[src/rtl/recorder_pkg.sv]
// Shared types and defaults for the track recorder controller.
package recorder_pkg;

   localparam int ADDR_WIDTH_DEFAULT = 16;

   typedef enum logic [1:0] {
      IDLE   = 2'd0,
      RECORD = 2'd1,
      PLAY   = 2'd2
   } state_t;

endpackage

[src/rtl/edge_detector.sv]
// Single-bit rising-edge detector. History powers up high so a level that is
// already asserted when reset releases never reports an edge.
module edge_detector (
   input  logic clock,
   input  logic reset_n,
   input  logic level,
   output logic rise
);

   logic level_q;

   // Previous-cycle copy of the level.
   always_ff @(posedge clock or negedge reset_n) begin
      if (!reset_n) level_q <= 1'b1;
      else          level_q <= level;
   end

   assign rise = level & ~level_q;

endmodule

[src/rtl/recorder_controller.sv]
// Two-track sample recorder/player sequencer. Drives the address, bank and
// write strobe of an external sample memory and tracks per-track lengths.
//
//   state  | meaning
//   -------+-----------------------------------------------------------
//   IDLE   | waiting for a record or play button event
//   RECORD | one write per sample_tick into mem_track, stops on button/full
//   PLAY   | one address step per sample_tick until the track length
module recorder_controller
   import recorder_pkg::*;
#(
   parameter int ADDR_WIDTH = ADDR_WIDTH_DEFAULT,
   parameter int NUM_TRACKS = 2
) (
   input  logic                  clock,
   input  logic                  reset_n,
   input  logic                  play_button,
   input  logic                  record_button,
   input  logic                  play_track_switch,
   input  logic                  record_track_switch,
   input  logic                  sample_tick,
   output logic [ADDR_WIDTH-1:0] mem_addr,
   output logic                  mem_track,
   output logic                  mem_we,
   output logic                  play_en,
   output logic                  rec_led,
   output logic                  play_led
);

   localparam logic [ADDR_WIDTH-1:0] ADDR_ZERO = '0;
   localparam logic [ADDR_WIDTH-1:0] ADDR_ONE  = {{(ADDR_WIDTH-1){1'b0}}, 1'b1};
   localparam logic [ADDR_WIDTH-1:0] ADDR_MAX  = '1;
   localparam logic [ADDR_WIDTH:0]   LEN_ZERO  = '0;
   localparam logic [ADDR_WIDTH:0]   LEN_ONE   = {{ADDR_WIDTH{1'b0}}, 1'b1};

   state_t                state, state_nxt;
   logic [ADDR_WIDTH-1:0] addr_nxt;
   logic                  track_nxt;
   logic                  we_nxt;
   logic [ADDR_WIDTH:0]   track_len     [NUM_TRACKS];
   logic [ADDR_WIDTH:0]   track_len_nxt [NUM_TRACKS];
   logic                  play_evt, rec_evt;
   logic [ADDR_WIDTH:0]   rec_count;
   logic                  play_last;

   edge_detector u_play_edge (
      .clock   (clock),
      .reset_n (reset_n),
      .level   (play_button),
      .rise    (play_evt)
   );

   edge_detector u_rec_edge (
      .clock   (clock),
      .reset_n (reset_n),
      .level   (record_button),
      .rise    (rec_evt)
   );

   // A strobe that is high this cycle is a write in flight; it counts toward the length.
   assign rec_count = {1'b0, mem_addr} + (mem_we ? LEN_ONE : LEN_ZERO);
   assign play_last = ({1'b0, mem_addr} == (track_len[mem_track] - LEN_ONE));

   // State, outputs and lengths all register the next-value logic below.
   always_ff @(posedge clock or negedge reset_n) begin
      if (!reset_n) begin
         state     <= IDLE;
         mem_addr  <= ADDR_ZERO;
         mem_track <= 1'b0;
         mem_we    <= 1'b0;
         play_en   <= 1'b0;
         rec_led   <= 1'b0;
         play_led  <= 1'b0;
         for (int i = 0; i < NUM_TRACKS; i++) track_len[i] <= LEN_ZERO;
      end else begin
         state     <= state_nxt;
         mem_addr  <= addr_nxt;
         mem_track <= track_nxt;
         mem_we    <= we_nxt;
         play_en   <= (state_nxt == PLAY);
         rec_led   <= (state_nxt == RECORD);
         play_led  <= (state_nxt == PLAY);
         for (int i = 0; i < NUM_TRACKS; i++) track_len[i] <= track_len_nxt[i];
      end
   end

   // Next-state, address, strobe and length decisions.
   always_comb begin
      state_nxt = state;
      addr_nxt  = mem_addr;
      track_nxt = mem_track;
      we_nxt    = 1'b0;
      for (int i = 0; i < NUM_TRACKS; i++) track_len_nxt[i] = track_len[i];

      case (state)
         IDLE: begin
            // Record wins over a simultaneous play event.
            if (rec_evt) begin
               state_nxt = RECORD;
               addr_nxt  = ADDR_ZERO;
               track_nxt = record_track_switch;
            end else if (play_evt && (track_len[play_track_switch] != LEN_ZERO)) begin
               state_nxt = PLAY;
               addr_nxt  = ADDR_ZERO;
               track_nxt = play_track_switch;
            end
         end

         RECORD: begin
            if (rec_evt) begin
               state_nxt                = IDLE;
               addr_nxt                 = ADDR_ZERO;
               track_len_nxt[mem_track] = rec_count;
            end else if (mem_we && (mem_addr == ADDR_MAX)) begin
               // Last location written: stop rather than wrap onto address 0.
               state_nxt                = IDLE;
               addr_nxt                 = ADDR_ZERO;
               track_len_nxt[mem_track] = rec_count;
            end else begin
               if (mem_we) addr_nxt = mem_addr + ADDR_ONE;
               we_nxt = sample_tick;
            end
         end

         PLAY: begin
            if (play_evt) begin
               state_nxt = IDLE;
               addr_nxt  = ADDR_ZERO;
            end else if (sample_tick) begin
               if (play_last) begin
                  state_nxt = IDLE;
                  addr_nxt  = ADDR_ZERO;
               end else begin
                  addr_nxt = mem_addr + ADDR_ONE;
               end
            end
         end

         default: begin
            state_nxt = IDLE;
            addr_nxt  = ADDR_ZERO;
         end
      endcase
   end

endmodule

[config.mk]
export PLATFORM = sky130hd
export DESIGN_NAME = recorder_controller
export DESIGN_NICKNAME = d
export VERILOG_FILES = /design/src/rtl/recorder_pkg.sv /design/src/rtl/edge_detector.sv /design/src/rtl/recorder_controller.sv
export SDC_FILE = /design/constraint.sdc
export NUM_CORES = 1
export LEC_CHECK = 0
export CORE_ASPECT_RATIO = 1.1
export CORE_MARGIN = 8
export CORE_UTILIZATION = 50
export DETAILED_ROUTE_END_ITERATION = 10
export PLACE_DENSITY = 0.78
export SLEW_MARGIN = 0
export SYNTH_ARGS = -nofsm -noshare
export SYNTH_HDL_FRONTEND = slang
export SYNTH_SLANG_ARGS = --single-unit
[constraint.sdc]
create_clock -name clock -period 4.3 [get_ports clock]
set_clock_uncertainty 0.1 [all_clocks]
set_input_delay 0.86 -clock clock [delete_from_list [all_inputs] [get_ports clock]]
set_output_delay 0.86 -clock clock [all_outputs]
set_load 0.02 [all_outputs]
==> qor.yml <==
status:
  status: "completed"
synthesis:
  synth_edf_count: 0
  synth-xor-area-share_pct: 9.23
  ys.flop_type: "dfrtp_1"
  synth_cell_types: 56
  synth_top_family_by_area: "simple AND/OR/NAND/NOR gates"
  netlist_instances: 450
  yosys.area_share.simple_pct: 24.7
  yosys.area_share.adder_pct: 2.57
  syn_avg_cell_area_um2: 8.64
  synth_seq_cells: 58
  synth-seq-area-share_pct: 37.4
  synthMuxAreaShare_pct: 6.08
  async_flop_share_pct: 100
  synth_compound_gate_area_share_pct: 15.5
  syn_area_um2: 3890
  syn_nets: 465
  synth.largest_area_cell: "dfrtp_1"
  synth_warnings: 0
  ys_top_cells_by_area: "dfrtp_1 (36%), xnor2_1 (6.8%), nand2_1 (6.0%), o21ai_0 (5.5%), mux2i_1 (4.6%)"
  synth_top_area_share_pct: 36.0
critical_path:
  path_cells: "buf_4 -> mux2i_1 -> ha_1 -> o21ai_1 -> nor4_1 -> mux2_2 -> and3_1 -> nand4_1 -> buf_4 -> nand2_1 -> o311ai_1"
  slowest_stage: "mux2_2"
  worstPathRequired_ns: 4.44
  cp.arrival_ns: 3.49
  critPathMaxFanout: 21
  worst-path-buf-inv: 2
  cpMostUsedCell: "buf_4"
  cp_top_family: "simple AND/OR/NAND/NOR gates"
  critPathLaunchType: "flip-flop"
  slowest_delay_ns: 0.39
  worstSetupPathType: "reg2reg"
  endpoint_kind: "flip-flop"
pwr:
  seq_power_share_pct: 31.0
  switching_power_uw: 842
  irDropWorstVdd_mv: 0.245
  switching_share_pct: 40.9
  p_comb_share_pct: 46.8
  power_density_nw_per_um2: 468
  power_leakage_uw: 0.00180
  clockPowerShare_pct: 22.2
  intPower_uw: 1220
clock_tree:
  cts_post_setup_buffers_inserted: 0
  clkLatencyLatePin_ns: 0.34
  cts.sinks: 58
  cts_root_buffer: "clkbuf_8"
  ctsResizeCount: 0
  tritoncts: "built"
  clk_path_buf_depth: 2
  cts_max_level: 3
  cts_made_buffers: 9
  hold_buffers: 0
  clkTransAtPathRegs_ns: 0.07
placed_design:
  portBuffers: 27
  routabilityCongestion: 0.956
  hpwl_um: 7680
drt:
  viasPerCell: 6.14
  drc_errors: 0
  drt-total-wl_um: 10600
  drt_iter0_markers: 295
  vias: 3555
  postRouteAntennaNets: 0
  wire_per_inst_um: 18.3
  drt-pass1-iter-count: 5
global_routing:
  track_usage_pct: 20.5
  grt-ovfl-total: 0
  grt_pass1_wl_um: 17500
  grt_pass1_vias: 3520
  antenna_found_initial: 0
  grt_max_degree: 35
timing:
  finalSetupTns_ns: 0
  setup_violations: 0
  worst_pin_slew_ns: 0.692
  slew_headroom_pct: 53.5
  min_period_ns: 3.35
  clock.fmax_ghz: 0.298
  period_share_pct: 77.9
  hold_viol: 0
  rsz0062_at_grt: "false"
  finalMaxSlewViolations: 0
die:
  rows: 33
  fp.dieH_um: 108
  ios: 28
  die_w_um: 100
  coreArea_um2: 7510
  die_area_um2: 10900
  initial_core_util_pct: 51.7
cells_and_area:
  syn2layout_area_growth_pct: 13.1
  final_core_util_pct: 58.5
  nNetsFinal: 484
  drive_gt1_share_pct: 9.70
  diodes: 0
worst_hold_path:
  hp-class: "in2async"
flow_run:
  drv_cap: 0
-- worst reg2reg max path, cell delays in order (launching register included) --
cell and delay [ns]:
dfrtp_1 0.37, buf_4 0.26, mux2i_1 0.31, ha_1 0.24
o21ai_1 0.16, nor4_1 0.32, mux2_2 0.39, and3_1 0.20
nand4_1 0.09, buf_4 0.24, nand2_1 0.26, o311ai_1 0.32
-- kinds of logic after synthesis --
kind of cell,after synthesis
multiplexers,23
adder cells (fa/ha/maj),8
AO/OA/AOI/OAI,93
buffers and inverters,38
XOR/XNOR,41
AND/OR/NAND/NOR,189
flip-flops,58
-- final timing paths --
| kind | endpoint | start | slack [ns] | cells after the start |
|---|---|---|---|---|
| max in group asynchronous | u_rec_edge.level_q$_DFF_PN1_ | reset_n | 2.81 | 2 |
| max reg2reg | mem_addr[9]$_DFFE_PN0P_ | mem_track$_DFFE_PN0P_ | 0.95 | 11 |
| min reg2reg | track_len[15]$_DFFE_PN0P_ | track_len[15]$_DFFE_PN0P_ | 0.43 | 2 |
| min in group clock | track_len[15]$_DFFE_PN0P_ | track_len[15]$_DFFE_PN0P_ | 0.43 | 2 |
| max | mem_addr[9]$_DFFE_PN0P_ | mem_track$_DFFE_PN0P_ | 0.95 | 11 |
| min | track_len[2]$_DFFE_PN0P_ | reset_n | 0.40 | 1 |
-- flip-flops by register name (all words and copies together), names as in the netlist --
name                 count
state                    2
u_play_edge.level_q      1
mem_we                   1
mem_addr                16
track_len               34
u_rec_edge.level_q       1
play_led                 1
rec_led                  1
mem_track                1
-- per-stage QoR --
stage               cell area (µm²)  hold WS, ns  std cells  total power, µW  setup WS, ns
global placement               4220        0.397        563             1570         0.882
finish                         4400        0.402        579             2060         0.950
floorplan                      3890        0.372        450             1350          1.12
global route                   4400        0.438        579             2170         0.779
detailed placement             4220        0.404        563             1590         0.877
CTS                            4400        0.412        579             2050         0.993
-- power by group through the flow --
stage                     combinational [µW]  sequential, µW  clock [µW]
after floorplan                          694             656           0
after global placement                   929             644           0
after detailed placement                 944             646           0
after CTS                                952             636         460
after global routing                    1040             644         486
final                                    963             637         457
-- metal layers --
layer / track usage, % / vias to the layer above / part of all wire (%)
met5: 0 / - / 0
met4: 12.5 / 0 / 3.6
met3: 3.41 / 32 / 6.1
met2: 34.1 / 160 / 49
met1: 24.3 / 1710 / 41
li1: - / 1653 / -
-- cells in the mapped netlist (all sizes together) (3+ instances only) --
| master | instances |
|---|---|
| mux2i | 18 |
| nand4b | 3 |
| clkbuf | 15 |
| buf | 15 |
| ha | 8 |
| nor2b | 5 |
| inv | 8 |
| nor3b | 4 |
| nor4 | 13 |
| a211oi | 4 |
| nor3 | 22 |
| nand2 | 62 |
| a21oi | 8 |
| o211ai | 5 |
| nor2 | 31 |
| o21ai | 48 |
| dfrtp | 56 |
| mux2 | 5 |
| nand3 | 20 |
| nand4 | 9 |
| and3 | 5 |
| xor2 | 11 |
| a31oi | 7 |
| a22oi | 5 |
| xnor2 | 30 |
| or3 | 4 |
-- final cells by class --
| cell class | instances | area [µm²] |
|---|---|---|
| clock buffers | 13 | 159 |
| clock inverters | 3 | 15.0 |
| fillers | 661 | 3120 |
| inverters | 8 | 30.0 |
| multi-input cells | 354 | 2260 |
| flip-flops and latches | 58 | 1450 |
| well taps | 105 | 131 |
| repair buffers | 38 | 348 |
-- cells in the final DEF, fill, tap and decap left out, types with 2 or more instances in the layout --
master / n
and2_1: 2
ha_1: 8
and3_1: 5
mux2_2: 5
dfstp_2: 2
a31oi_1: 7
xor2_1: 11
dfrtp_1: 56
nor4_2: 4
a21oi_1: 8
clkdlybuf4s50_1: 26
buf_4: 11
nand4b_1: 3
inv_1: 8
o21ai_0: 43
mux2i_1: 18
o22ai_1: 2
clkinv_2: 3
o211ai_1: 5
nor3b_1: 4
nor2_1: 31
nand4_1: 9
a211oi_1: 3
nand2_1: 62
nor2b_1: 5
or2_2: 2
clkbuf_8: 11
or3_1: 4
a22oi_1: 5
xnor2_1: 30
nor3_1: 21
nand3_1: 20
clkbuf_1: 2
a32oi_1: 2
o211a_1: 2
nor4_1: 9
o21ai_1: 5
Note: power is estimated with default switching activity, not from simulation.
